**src/rtl/hazard_stall_if.sv**
```systemverilog
// Pipeline-side bundle for the hazard stall unit: ID/EX hazard inputs and the
// write-enable, bubble, flush and mul/div status controls it drives back.
interface hazard_stall_if #(
    parameter int unsigned CNT_W = 32
);
    logic [4:0]       id_rs1;
    logic [4:0]       id_rs2;
    logic             id_uses_rs1;
    logic             id_uses_rs2;
    logic [4:0]       id_ex_rd;
    logic             id_ex_memread;
    logic             ex_md_start;
    logic             ex_branch_taken;

    logic             pc_write;
    logic             if_id_write;
    logic             id_ex_write;
    logic             id_ex_bubble;
    logic             ex_mem_bubble;
    logic             if_id_flush;
    logic             id_ex_flush;
    logic             md_busy;
    logic             md_done;
    logic [CNT_W-1:0] stall_cycles;

    modport master (
        output id_rs1, id_rs2, id_uses_rs1, id_uses_rs2, id_ex_rd,
               id_ex_memread, ex_md_start, ex_branch_taken,
        input  pc_write, if_id_write, id_ex_write, id_ex_bubble, ex_mem_bubble,
               if_id_flush, id_ex_flush, md_busy, md_done, stall_cycles
    );

    modport slave (
        input  id_rs1, id_rs2, id_uses_rs1, id_uses_rs2, id_ex_rd,
               id_ex_memread, ex_md_start, ex_branch_taken,
        output pc_write, if_id_write, id_ex_write, id_ex_bubble, ex_mem_bubble,
               if_id_flush, id_ex_flush, md_busy, md_done, stall_cycles
    );
endinterface

```
**src/rtl/hazard_stall_unit.sv**
```systemverilog
// Stall/flush control for hazards forwarding cannot cover: load-use bubbles,
// counted mul/div freezes of EX, and taken-branch flushes.
module hazard_stall_unit #(
    parameter int unsigned MD_LATENCY = 4,
    parameter int unsigned CNT_W      = 32
) (
    input  logic          clk,
    input  logic          rst_n,
    hazard_stall_if.slave bus
);
    typedef enum logic {RUN, MD_BUSY} state_t;

    localparam logic [3:0] CNT_INIT = (MD_LATENCY > 1) ? 4'(MD_LATENCY - 2) : 4'd0;

    state_t           state, state_next;
    logic [3:0]       cnt, cnt_next;
    logic [CNT_W-1:0] stall_cnt;
    logic             load_use;
    logic             pc_write_c;

    assign load_use = bus.id_ex_memread && (bus.id_ex_rd != 5'd0) &&
                      ((bus.id_uses_rs1 && (bus.id_rs1 == bus.id_ex_rd)) ||
                       (bus.id_uses_rs2 && (bus.id_rs2 == bus.id_ex_rd)));

    always_ff @(posedge clk or negedge rst_n) begin
        if (!rst_n) begin
            state     <= RUN;
            cnt       <= '0;
            stall_cnt <= '0;
        end else begin
            state <= state_next;
            cnt   <= cnt_next;
            if (!pc_write_c)
                stall_cnt <= stall_cnt + CNT_W'(1);
        end
    end

    always_comb begin
        state_next        = state;
        cnt_next          = cnt;
        pc_write_c        = 1'b1;
        bus.if_id_write   = 1'b1;
        bus.id_ex_write   = 1'b1;
        bus.id_ex_bubble  = 1'b0;
        bus.ex_mem_bubble = 1'b0;
        bus.if_id_flush   = 1'b0;
        bus.id_ex_flush   = 1'b0;
        bus.md_busy       = 1'b0;
        bus.md_done       = 1'b0;

        if (!rst_n) begin
            // Outputs are held quiet for the whole reset window, not just after an edge.
            pc_write_c      = 1'b0;
            bus.if_id_write = 1'b0;
            bus.id_ex_write = 1'b0;
            state_next      = RUN;
            cnt_next        = '0;
        end else if ((state == MD_BUSY) || bus.ex_md_start) begin
            pc_write_c        = 1'b0;
            bus.if_id_write   = 1'b0;
            bus.id_ex_write   = 1'b0;
            bus.md_busy       = 1'b1;
            bus.ex_mem_bubble = 1'b1;
            if (state == MD_BUSY) begin
                if (cnt == 4'd0) begin
                    bus.md_done       = 1'b1;
                    bus.ex_mem_bubble = 1'b0;
                    state_next        = RUN;
                end else begin
                    cnt_next = cnt - 4'd1;
                end
            end else if (MD_LATENCY == 1) begin
                bus.md_done       = 1'b1;
                bus.ex_mem_bubble = 1'b0;
            end else begin
                state_next = MD_BUSY;
                cnt_next   = CNT_INIT;
            end
        end else if (bus.ex_branch_taken) begin
            bus.if_id_flush = 1'b1;
            bus.id_ex_flush = 1'b1;
        end else if (load_use) begin
            pc_write_c       = 1'b0;
            bus.if_id_write  = 1'b0;
            bus.id_ex_bubble = 1'b1;
        end
    end

    assign bus.pc_write     = pc_write_c;
    assign bus.stall_cycles = stall_cnt;
endmodule

```
**src/flat_wrapper.sv**
```systemverilog
// flat-port wrapper written by rule: the top's interface ports become plain ports
module hazard_stall_unit_flat 
#(
    parameter int unsigned MD_LATENCY = 4,
    parameter int unsigned CNT_W      = 32
)
  (clk, rst_n, bus_id_rs1, bus_id_rs2, bus_id_uses_rs1, bus_id_uses_rs2, bus_id_ex_rd, bus_id_ex_memread, bus_ex_md_start, bus_ex_branch_taken, bus_pc_write, bus_if_id_write, bus_id_ex_write, bus_id_ex_bubble, bus_ex_mem_bubble, bus_if_id_flush, bus_id_ex_flush, bus_md_busy, bus_md_done, bus_stall_cycles);
  hazard_stall_if #(.CNT_W(CNT_W)) bus_i ();
  input  logic clk;
  input  logic rst_n;
  input wire logic [$bits(bus_i.id_rs1)-1:0] bus_id_rs1;
  input wire logic [$bits(bus_i.id_rs2)-1:0] bus_id_rs2;
  input wire logic [$bits(bus_i.id_uses_rs1)-1:0] bus_id_uses_rs1;
  input wire logic [$bits(bus_i.id_uses_rs2)-1:0] bus_id_uses_rs2;
  input wire logic [$bits(bus_i.id_ex_rd)-1:0] bus_id_ex_rd;
  input wire logic [$bits(bus_i.id_ex_memread)-1:0] bus_id_ex_memread;
  input wire logic [$bits(bus_i.ex_md_start)-1:0] bus_ex_md_start;
  input wire logic [$bits(bus_i.ex_branch_taken)-1:0] bus_ex_branch_taken;
  output wire logic [$bits(bus_i.pc_write)-1:0] bus_pc_write;
  output wire logic [$bits(bus_i.if_id_write)-1:0] bus_if_id_write;
  output wire logic [$bits(bus_i.id_ex_write)-1:0] bus_id_ex_write;
  output wire logic [$bits(bus_i.id_ex_bubble)-1:0] bus_id_ex_bubble;
  output wire logic [$bits(bus_i.ex_mem_bubble)-1:0] bus_ex_mem_bubble;
  output wire logic [$bits(bus_i.if_id_flush)-1:0] bus_if_id_flush;
  output wire logic [$bits(bus_i.id_ex_flush)-1:0] bus_id_ex_flush;
  output wire logic [$bits(bus_i.md_busy)-1:0] bus_md_busy;
  output wire logic [$bits(bus_i.md_done)-1:0] bus_md_done;
  output wire logic [$bits(bus_i.stall_cycles)-1:0] bus_stall_cycles;
  assign bus_i.id_rs1 = bus_id_rs1;
  assign bus_i.id_rs2 = bus_id_rs2;
  assign bus_i.id_uses_rs1 = bus_id_uses_rs1;
  assign bus_i.id_uses_rs2 = bus_id_uses_rs2;
  assign bus_i.id_ex_rd = bus_id_ex_rd;
  assign bus_i.id_ex_memread = bus_id_ex_memread;
  assign bus_i.ex_md_start = bus_ex_md_start;
  assign bus_i.ex_branch_taken = bus_ex_branch_taken;
  assign bus_pc_write = bus_i.pc_write;
  assign bus_if_id_write = bus_i.if_id_write;
  assign bus_id_ex_write = bus_i.id_ex_write;
  assign bus_id_ex_bubble = bus_i.id_ex_bubble;
  assign bus_ex_mem_bubble = bus_i.ex_mem_bubble;
  assign bus_if_id_flush = bus_i.if_id_flush;
  assign bus_id_ex_flush = bus_i.id_ex_flush;
  assign bus_md_busy = bus_i.md_busy;
  assign bus_md_done = bus_i.md_done;
  assign bus_stall_cycles = bus_i.stall_cycles;
  hazard_stall_unit #(.MD_LATENCY(MD_LATENCY), .CNT_W(CNT_W)) u_core (.clk(clk), .rst_n(rst_n), .bus(bus_i));
endmodule
```
**config.mk**
```make
export PLATFORM = sky130hd
export DESIGN_NAME = hazard_stall_unit_flat
export DESIGN_NICKNAME = d
export VERILOG_FILES = /design/src/rtl/hazard_stall_if.sv /design/src/rtl/hazard_stall_unit.sv /design/src/flat_wrapper.sv
export SDC_FILE = /design/constraint.sdc
export NUM_CORES = 1
export LEC_CHECK = 0
export ABC_AREA = 1
export CORE_MARGIN = 2
export CORE_UTILIZATION = 30
export DETAILED_ROUTE_END_ITERATION = 6
export DONT_BUFFER_PORTS = 1
export PLACE_DENSITY = 0.44
export SYNTH_ARGS = -nofsm -noshare
export SYNTH_HDL_FRONTEND = slang
export SYNTH_SLANG_ARGS = --single-unit
```
**constraint.sdc**
```tcl
create_clock -name clk -period 2.05 [get_ports clk]
set_input_delay 0.41 -clock clk [delete_from_list [all_inputs] [get_ports clk]]
set_output_delay 0.41 -clock clk [all_outputs]
set_load 0.05 [all_outputs]
```
==> flow_summary.ini <==
[status]
status = complete, no violations

[timing]
tightest_slew_ps = 527
fmax_ghz = 0.514
slew_violations = 0
hold_viol = 0
grt_setup_unrepaired = false
clock_skew_ps = 10.5
period_share_pct = 94.9
period_minus_slack_ps = 1950
setup_tns_ps = 0
setup_viol = 0
slew_headroom_pct = 64.9

[routing]
dr.pass1.iters = 4
ant_nets = 0
route.detailed.drc = 0
routed_via_density = 4.73
wl_um = 7970
via_count = 2762
drtIter0Drc = 111
wl_per_cell_um = 13.6

[power_and_ir_drop]
leakage_nw = 1.70
power_frac_comb_pct = 36.0
clockPowerShare_pct = 24.7
vdd_drop_max_mv = 0.304
seqPwrFrac_pct = 39.3
p_switching_w = 0.000901
p_int_w = 0.00131
powerDensity_nw_per_um2 = 663
switching_share_pct = 40.8
design_power_total_w = 0.00221

[placement]
hpwl_um = 6040
portBuffers = 0
gp_congestion = 0.888

[global_routing]
grt_pass1_wl_um = 13600
antenna_found_initial = 0
grtUsageTotal_pct = 17.3
grt_max_degree = 38
grt_pass1_vias = 2723
grt.overflow.total = 0

[setup_path]
crit_type = flip-flop to primary output
reg2reg_from = u_core.bus.stall_cycles[0]
critPathCaptureType = primary output
regToRegSetupSlack_ps = 470
r2r.worst_path.cells = 8
start_kind = flip-flop
required_ps = 1640
cp.arrival_ps = 1540
cp_max_fo = 6
reg2reg_to = u_core.bus.stall_cycles[16]

[yosys]
ys_seq_area_share_pct = 33.5
yosysWarnings = 0
ys_ff_latch = 37
synth_area_um2 = 2760
synth_area_per_cell_um2 = 6.42
ys_types = 21
postSynthCellCount = 430
syn-num-nets = 455

[floorplan]
die_y_um = 99.9
rows = 35
io_pins = 63
start_util_pct = 30.5
coreArea_um2 = 9060
die_area_um2 = 9990
fp.dieW_um = 99.9

[min_path]
min_from = rst_n
hp-class = input port to flip-flop
hold_end = u_core.cnt[3]
whs_path_depth = 2

[clock_network]
cts_tree = built
numCtsBuffers = 5
postCtsSetupBuffers = 0
path_clk_slew_ps = 70
clockRootBuffer = clkbuf_8
clock-sinks = 37
clkLatencyLatePin_ps = 300
clk_path_buf_depth = 2
ctsHtreeMaxLevel = 2

[final_layout]
syn2layout_area_growth_pct = 20.5
nets = 498
drive_gt1_share_pct = 17.3
postLayoutCoreUtil_pct = 36.7
insertedDiodeCount = 0

[flow_run]
max_cap_violations = 0
placed cells by master, fill, tap and decap left out, types with 3 or more instances in the layout:
master    synthesis  final
nor2_4            3      4
buf_12            0      4
nand4_1           6      6
nor2_2            7      8
nor2_1           56     54
xor2_1           13     13
inv_1            29     28
nand3_1          40     40
inv_2             6      6
nand3b_1         13     13
nand2_2           6      6
buf_4             2     42
o21ai_1           5      5
ha_1              3      3
nand2_1         187    187
dfrtp_1          37     36
clkbuf_8          0      6
xnor2_1           4      4
power groups by stage:
stage / Sequential [W] / Combinational [W] / Clock, W
floorplan: 0.00109 / 0.000357 / 0
global placement: 0.000881 / 0.000774 / 0
detailed placement: 0.000882 / 0.000779 / 0
CTS: 0.000868 / 0.000805 / 0.000565
global route: 0.000877 / 0.000867 / 0.000586
finish: 0.000868 / 0.000796 / 0.000544
Yosys cell counts:
master | instances | share of area [%]
nor2_8 | 1 | 0.72
or2_4 | 1 | 0.32
xor2_1 | 13 | 4.1
buf_4 | 2 | 0.54
inv_1 | 29 | 3.9
inv_2 | 6 | 0.82
xnor2_1 | 4 | 1.3
buf_2 | 6 | 1.1
nand3_1 | 40 | 7.2
o21ai_1 | 5 | 0.91
nor2_4 | 3 | 1.2
ha_1 | 3 | 1.4
nor2_2 | 7 | 1.6
nand4_1 | 6 | 1.4
nor2_1 | 56 | 7.6
nand2_1 | 187 | 25
nand2_2 | 6 | 1.4
nand3b_1 | 13 | 3.5
dfrtp_1 | 37 | 34
nand2_4 | 2 | 0.82
buf_6 | 3 | 1.2
cells by family after synthesis:
logic type,after synthesis,synth area share [%]
flops,37,33.5
simple gates,322,51.2
buf+inv,46,7.61
compound gates,5,0.906
fa+ha+maj,3,1.36
xor+xnor,17,5.39
through the flow:
step                setup slack [ps]  hold slack, ps  cells  cell area [um^2]
floorplan                       15.0             114    430              2770
global placement                 389             116    575              3210
detailed placement               385             116    575              3210
CTS                             57.2             267    584              3320
global route                    34.3             288    584              3330
finish                           104             278    584              3330
registers in the layout, indices dropped and copies added (netlist names):
name	flops
u_core.cnt	4
u_core.state	1
u_core.bus.stall_cycles	32
how the worst max path moves through the flow:
stage / from / endpoint / slack, ps
floorplan: u_core.state / bus_if_id_flush / 20
global placement: bus_id_ex_rd[2] / bus_pc_write / 390
detailed placement: bus_id_ex_rd[3] / bus_pc_write / 390
CTS: u_core.state / bus_if_id_flush / 60
global route: u_core.state / bus_id_ex_bubble / 30
finish: u_core.state / bus_id_ex_bubble / 100
per-layer routing:
layer	vias to the layer above	global-route usage [%]	part of all wire, %
met5	-	0	0
met4	0	3.90	0.95
met3	7	3.69	6.0
met2	55	28.1	43
met1	1283	23.7	50
li1	1417	-	-
worst max-delay path, cell delays in order (launching register included):
cell,delay (ps)
dfrtp_2,440
or2_4,290
nor2_8,130
inv_2,80
nor2_2,150
buf_12,150
cell type report:
type,instances,area (um^2)
Clock buffer,7,86.3
Fill cell,1002,5740
Inverter,35,135
Multi-Input combinational cell,347,1640
Sequential cell,37,927
Tap cell,111,139
Timing Repair Buffer,47,405
repair_timing:
action                     4_1_cts  5_1_grt
setup endpoints to repair        0        2
hold endpoints to repair        37        0
hold buffers                     2        0
gates resized for setup          0        2
Note: power is estimated with default switching activity, not from simulation.
